<file path="src/rtl/mux_tree_pipe.sv">
// mux_tree_pipe: pipelined RADIX-ary mux tree selecting one of RADIX**LEVELS channels, with
// valid/ready on both sides. Define MUX_TREE_SCAN_EN to add scan_mode and a channel scan counter.
module mux_tree_pipe #(
  parameter int unsigned RADIX  = 8,
  parameter int unsigned LEVELS = 2,
  parameter int unsigned DATA_W = 1,
  localparam int unsigned N      = RADIX ** LEVELS,
  localparam int unsigned RSEL_W = $clog2(RADIX),
  localparam int unsigned SEL_W  = LEVELS * RSEL_W
) (
  input  logic                clk,
  input  logic                rst_n,
`ifdef MUX_TREE_SCAN_EN
  input  logic                scan_mode,
`endif
  input  logic [N*DATA_W-1:0] in_data,
  input  logic [SEL_W-1:0]    in_sel,
  input  logic                in_valid,
  output logic                in_ready,
  output logic [DATA_W-1:0]   out_data,
  output logic [SEL_W-1:0]    out_sel,
  output logic                out_valid,
  input  logic                out_ready
);

  if (RADIX < 2 || (RADIX & (RADIX - 1)) != 0 || LEVELS < 1) begin : gen_bad_params
    $error("mux_tree_pipe: RADIX must be a power of two >= 2 and LEVELS >= 1");
  end

  logic [SEL_W-1:0]  eff_sel;
  logic [LEVELS:0]   ready;
  logic [LEVELS-1:0] stage_v;

`ifdef MUX_TREE_SCAN_EN
  logic [SEL_W-1:0] scan_idx_q, scan_idx_d;

  // N is a power of two, so the natural wrap of the counter covers N-1 -> 0.
  always_comb begin
    scan_idx_d = scan_idx_q;
    if (scan_mode && in_valid && in_ready) begin
      scan_idx_d = scan_idx_q + SEL_W'(1);
    end
  end

  always_ff @(posedge clk) begin
    if (!rst_n) begin
      scan_idx_q <= '0;
    end else begin
      scan_idx_q <= scan_idx_d;
    end
  end

  assign eff_sel = scan_mode ? scan_idx_q : in_sel;
`else
  assign eff_sel = in_sel;
`endif

  // A stage can take a new beat if it is empty or its current beat moves on this cycle.
  always_comb begin
    ready         = '0;
    ready[LEVELS] = out_ready;
    for (int k = LEVELS - 1; k >= 0; k--) begin
      ready[k] = !stage_v[k] || ready[k+1];
    end
  end

  assign in_ready = ready[0];

  for (genvar k = 0; k < LEVELS; k++) begin : gen_stage
    localparam int unsigned Groups = RADIX ** (LEVELS - 1 - k);
    localparam int unsigned InW    = Groups * RADIX * DATA_W;

    logic [Groups*DATA_W-1:0] data_q, data_d;
    logic [SEL_W-1:0]         sel_q, sel_d;
    logic                     v_q, v_d;
    logic [InW-1:0]           up_data;
    logic [SEL_W-1:0]         up_sel;
    logic                     up_valid;
    logic [RSEL_W-1:0]        slice;

    if (k == 0) begin : gen_src
      assign up_data  = in_data;
      assign up_sel   = eff_sel;
      assign up_valid = in_valid;
    end else begin : gen_src
      assign up_data  = gen_stage[k-1].data_q;
      assign up_sel   = gen_stage[k-1].sel_q;
      assign up_valid = gen_stage[k-1].v_q;
    end

    // Payload only updates on a real beat so bubbles never pull in undriven inputs.
    always_comb begin
      slice  = up_sel[k*RSEL_W +: RSEL_W];
      data_d = data_q;
      sel_d  = sel_q;
      v_d    = v_q;
      if (ready[k]) begin
        v_d = up_valid;
        if (up_valid) begin
          sel_d = up_sel;
          for (int unsigned g = 0; g < Groups; g++) begin
            data_d[g*DATA_W +: DATA_W] = up_data[(g*RADIX + 32'(slice))*DATA_W +: DATA_W];
          end
        end
      end
    end

    always_ff @(posedge clk) begin
      if (!rst_n) begin
        data_q <= '0;
        sel_q  <= '0;
        v_q    <= 1'b0;
      end else begin
        data_q <= data_d;
        sel_q  <= sel_d;
        v_q    <= v_d;
      end
    end

    assign stage_v[k] = v_q;
  end

  assign out_valid = gen_stage[LEVELS-1].v_q;
  assign out_data  = gen_stage[LEVELS-1].data_q;
  assign out_sel   = gen_stage[LEVELS-1].sel_q;

endmodule

</file>
<file path="config.mk">
export PLATFORM = sky130hd
export DESIGN_NAME = mux_tree_pipe
export DESIGN_NICKNAME = d
export VERILOG_FILES = /design/src/rtl/mux_tree_pipe.sv
export SDC_FILE = /design/constraint.sdc
export NUM_CORES = 1
export LEC_CHECK = 0
export BUFFER_PORTS_ARGS = -buffer_cell sky130_fd_sc_hd__buf_2
export CAP_MARGIN = 40
export CORE_ASPECT_RATIO = 1.4
export CORE_MARGIN = 10
export CORE_UTILIZATION = 49
export CTS_BUF_LIST = sky130_fd_sc_hd__clkbuf_8
export CTS_CLUSTER_SIZE = 25
export DETAILED_ROUTE_END_ITERATION = 12
export GPL_TIMING_DRIVEN = 0
export PLACE_DENSITY = 0.9
export SLEW_MARGIN = 20
export SYNTH_ARGS = -nofsm -noshare
export SYNTH_HDL_FRONTEND = slang
export SYNTH_SLANG_ARGS = --single-unit
export TNS_END_PERCENT = 10
</file>
<file path="constraint.sdc">
create_clock -name clk -period 2.4 [get_ports clk]
set_input_delay 0.48 -clock clk [delete_from_list [all_inputs] [get_ports clk]]
set_output_delay 0.48 -clock clk [all_outputs]
set_load 0.03 [all_outputs]
</file>
==> out/results.tsv <==
metric	value	unit
clk buf depth	2	
mux cell area share after synthesis	26.2	%
area leader, netlist	dfxtp_1	
Post-Syn Area	0.00146	mm^2
asr flop ratio synth	0	%
post-synthesis cell type count	23	
final WL	4.50	mm
Worst-Skew Late Latency	270	ps
Final ANT Viol Nets	0	
port buffer count	79	
Slew HR	73.2	%
total CTS buffers	3	
fin. max-slew vios	0	
core area	0.00285	mm^2
DIE WIDTH	66.1	um
die area	0.00559	mm^2
vias per cell	5.58	
XOR/XNOR Fraction of Synth Area	0	%
worst r2r path cells	6	
synthesized-area fraction occupied by adder cells	0	%
Yosys reg bits	23	
gate count of the mapped netlist	160	
Hold Path Stages	2	
Top FF cell, synth	dfxtp_1	
vias in the first global route	1723	
Reg2Reg Launch Point	gen_stage[0].v_q$_SDFFE_PN0P_	
first-pass GRT wire length	7.11	mm
required time of the critical path	1920	ps
# setup viols final	0	
worst-case vdd ir drop	0.340	mV
critical path class	register to output port	
via count	1563	
HPWL Detailed	3.84	mm
initial antenna violation count	0	
HP Class	input pin to register	
post-synth top area share	31.6	%
number of diodes	0	
WHS Endpoint	gen_stage[0].data_q[7]$_SDFFE_PN0P_	
Clock Sinks	23	
largest family of logic cells by synthesized area	compound AO/OA/AOI/OAI gates	
Layout area overhead	33.4	%
Final period util	83.1	%
Worst-path clk slew	80	ps
CTS HTree Levels	1	
GRT overflow	0	
count leader, synth	mux2i_1	
Final Hold Vio Count	0	
Pleak	0.992	nW
RR Endpoint	gen_stage[0].data_q[2]$_SDFFE_PN0P_	
Nets	318	
CP endpoint kind	output port	
Starting DRT DRC Count	41	
DR WL/cell	16.1	um
share of cells above drive strength 1	40.3	%
RSZ-0062 raised after global routing	no	
Synth Area in Simple Gates	7.55	%
Die Height	84.6	um
crit path DAT	1510	ps
crit start category	register	
top cells by count, synth	mux2i_1 (36), dfxtp_1 (23), o22ai_1 (16)	
synthesized area per cell	9.12	um^2
status	complete, no violations	
gp weighted congestion	0.812	
Peak Freq	0.502	GHz
Initial Util	51.2	%
PwrDens	458	mW/mm^2
global-route usage over all layers	15.5	%
pre-CTS WS	532	ps
Pwr Total	0.000891	W
YS warnings	0	
fin util	68.3	%
setup slack, reg-to-reg	920	ps
worst slew pin tran	402	ps
minimum clock period	1990	ps
maxcap violations	0	
hold buffer count at cts	0	
clk_skew	6.91	ps
# IOs	83	
Synth Area in Compound Gates	26.3	%
synth top area cells	dfxtp_1 (32%), mux2i_1 (25%), o22ai_1 (6.9%)	
CTS tree	built	
hold path start	rst_n	
number of flops mapped to enable cells by yosys	0	
syn nets	234	
register area share after synthesis	31.6	%
Crit Path Max Fanout	10	
Post-CTS Resized	0	
largest net degree at the start of global routing	14	
clk root buf	clkbuf_8	
DRC Markers	0	
final worst slack	407	ps
Pre-Repair DR Iteration Count	4	
Cell Rows	23	
Setup TNS	0	ps
Post-CTS Setup Inserts	0	
layer usage:
layer	track usage, %	vias up	share of wire (%)
met4	10.3	0	3.9
li1	-	774	-
met1	13.6	701	36
met3	4.65	15	8.1
met2	28.5	73	52
met5	0	-	0
final cells by class:
| class | instances | area, um^2 |
|---|---|---|
| Clock inverter | 1 | 5.00 |
| Tap cell | 37 | 46.3 |
| Inverter | 4 | 17.5 |
| Buffer | 16 | 104 |
| Fill cell | 266 | 902 |
| Clock buffer | 3 | 41.3 |
| Timing Repair Buffer | 79 | 395 |
| Multi-Input combinational cell | 117 | 877 |
| Sequential cell | 23 | 460 |
sequential cells by signal, summed over array words and instances, names as in the netlist:
signal            cells
gen_stage.data_q      8
gen_stage.sel_q       6
out_sel               6
gen_stage.v_q         1
out_data              1
out_valid             1
metrics by stage:
stage | area [um^2] | hold WS [ps] | instances
floorplan | 1460 | 440 | 160
global placement | 1900 | 459 | 276
detailed placement | 1900 | 465 | 276
CTS | 1950 | 466 | 280
global route | 1950 | 470 | 280
finish | 1950 | 466 | 280
critical path, cell delays in order, from the launching register on:
cell     delay (ps)
dfxtp_1         310
buf_6           130
and3b_1         150
buf_2           160
inv_4           100
buf_4           170
buf_2           210
cell families after synthesis:
logic type	after synthesis
flops	23
buf+inv	20
simple gates	20
mux	37
compound gates	60
worst max path at each step:
stage	start	end	slack, ps
floorplan	in_sel[1]	gen_stage[0].data_q[6]$_SDFFE_PN0P_	780
global placement	out_ready	in_ready	550
detailed placement	out_ready	in_ready	530
CTS	gen_stage[0].v_q$_SDFFE_PN0P_	in_ready	400
global route	gen_stage[0].v_q$_SDFFE_PN0P_	in_ready	340
finish	gen_stage[0].v_q$_SDFFE_PN0P_	in_ready	410
placed cells by master (no fill, tap or decap), types with 4 or more instances in the layout:
cell / instances
buf_2: 84
mux2i_1: 36
dfxtp_1: 23
o22ai_1: 16
a21oi_1: 15
nand3_1: 12
o21ai_0: 12
a21o_1: 8
o311a_1: 8
buf_6: 4
report_power, final:
group,switching [W],leakage (nW),internal [W]
sequential,0.0000113,0.189,0.000404
clock,0.000127,0.0255,0.000116
combinational,0.000111,0.777,0.000121
No activity file was read; power rests on OpenSTA's default activity.
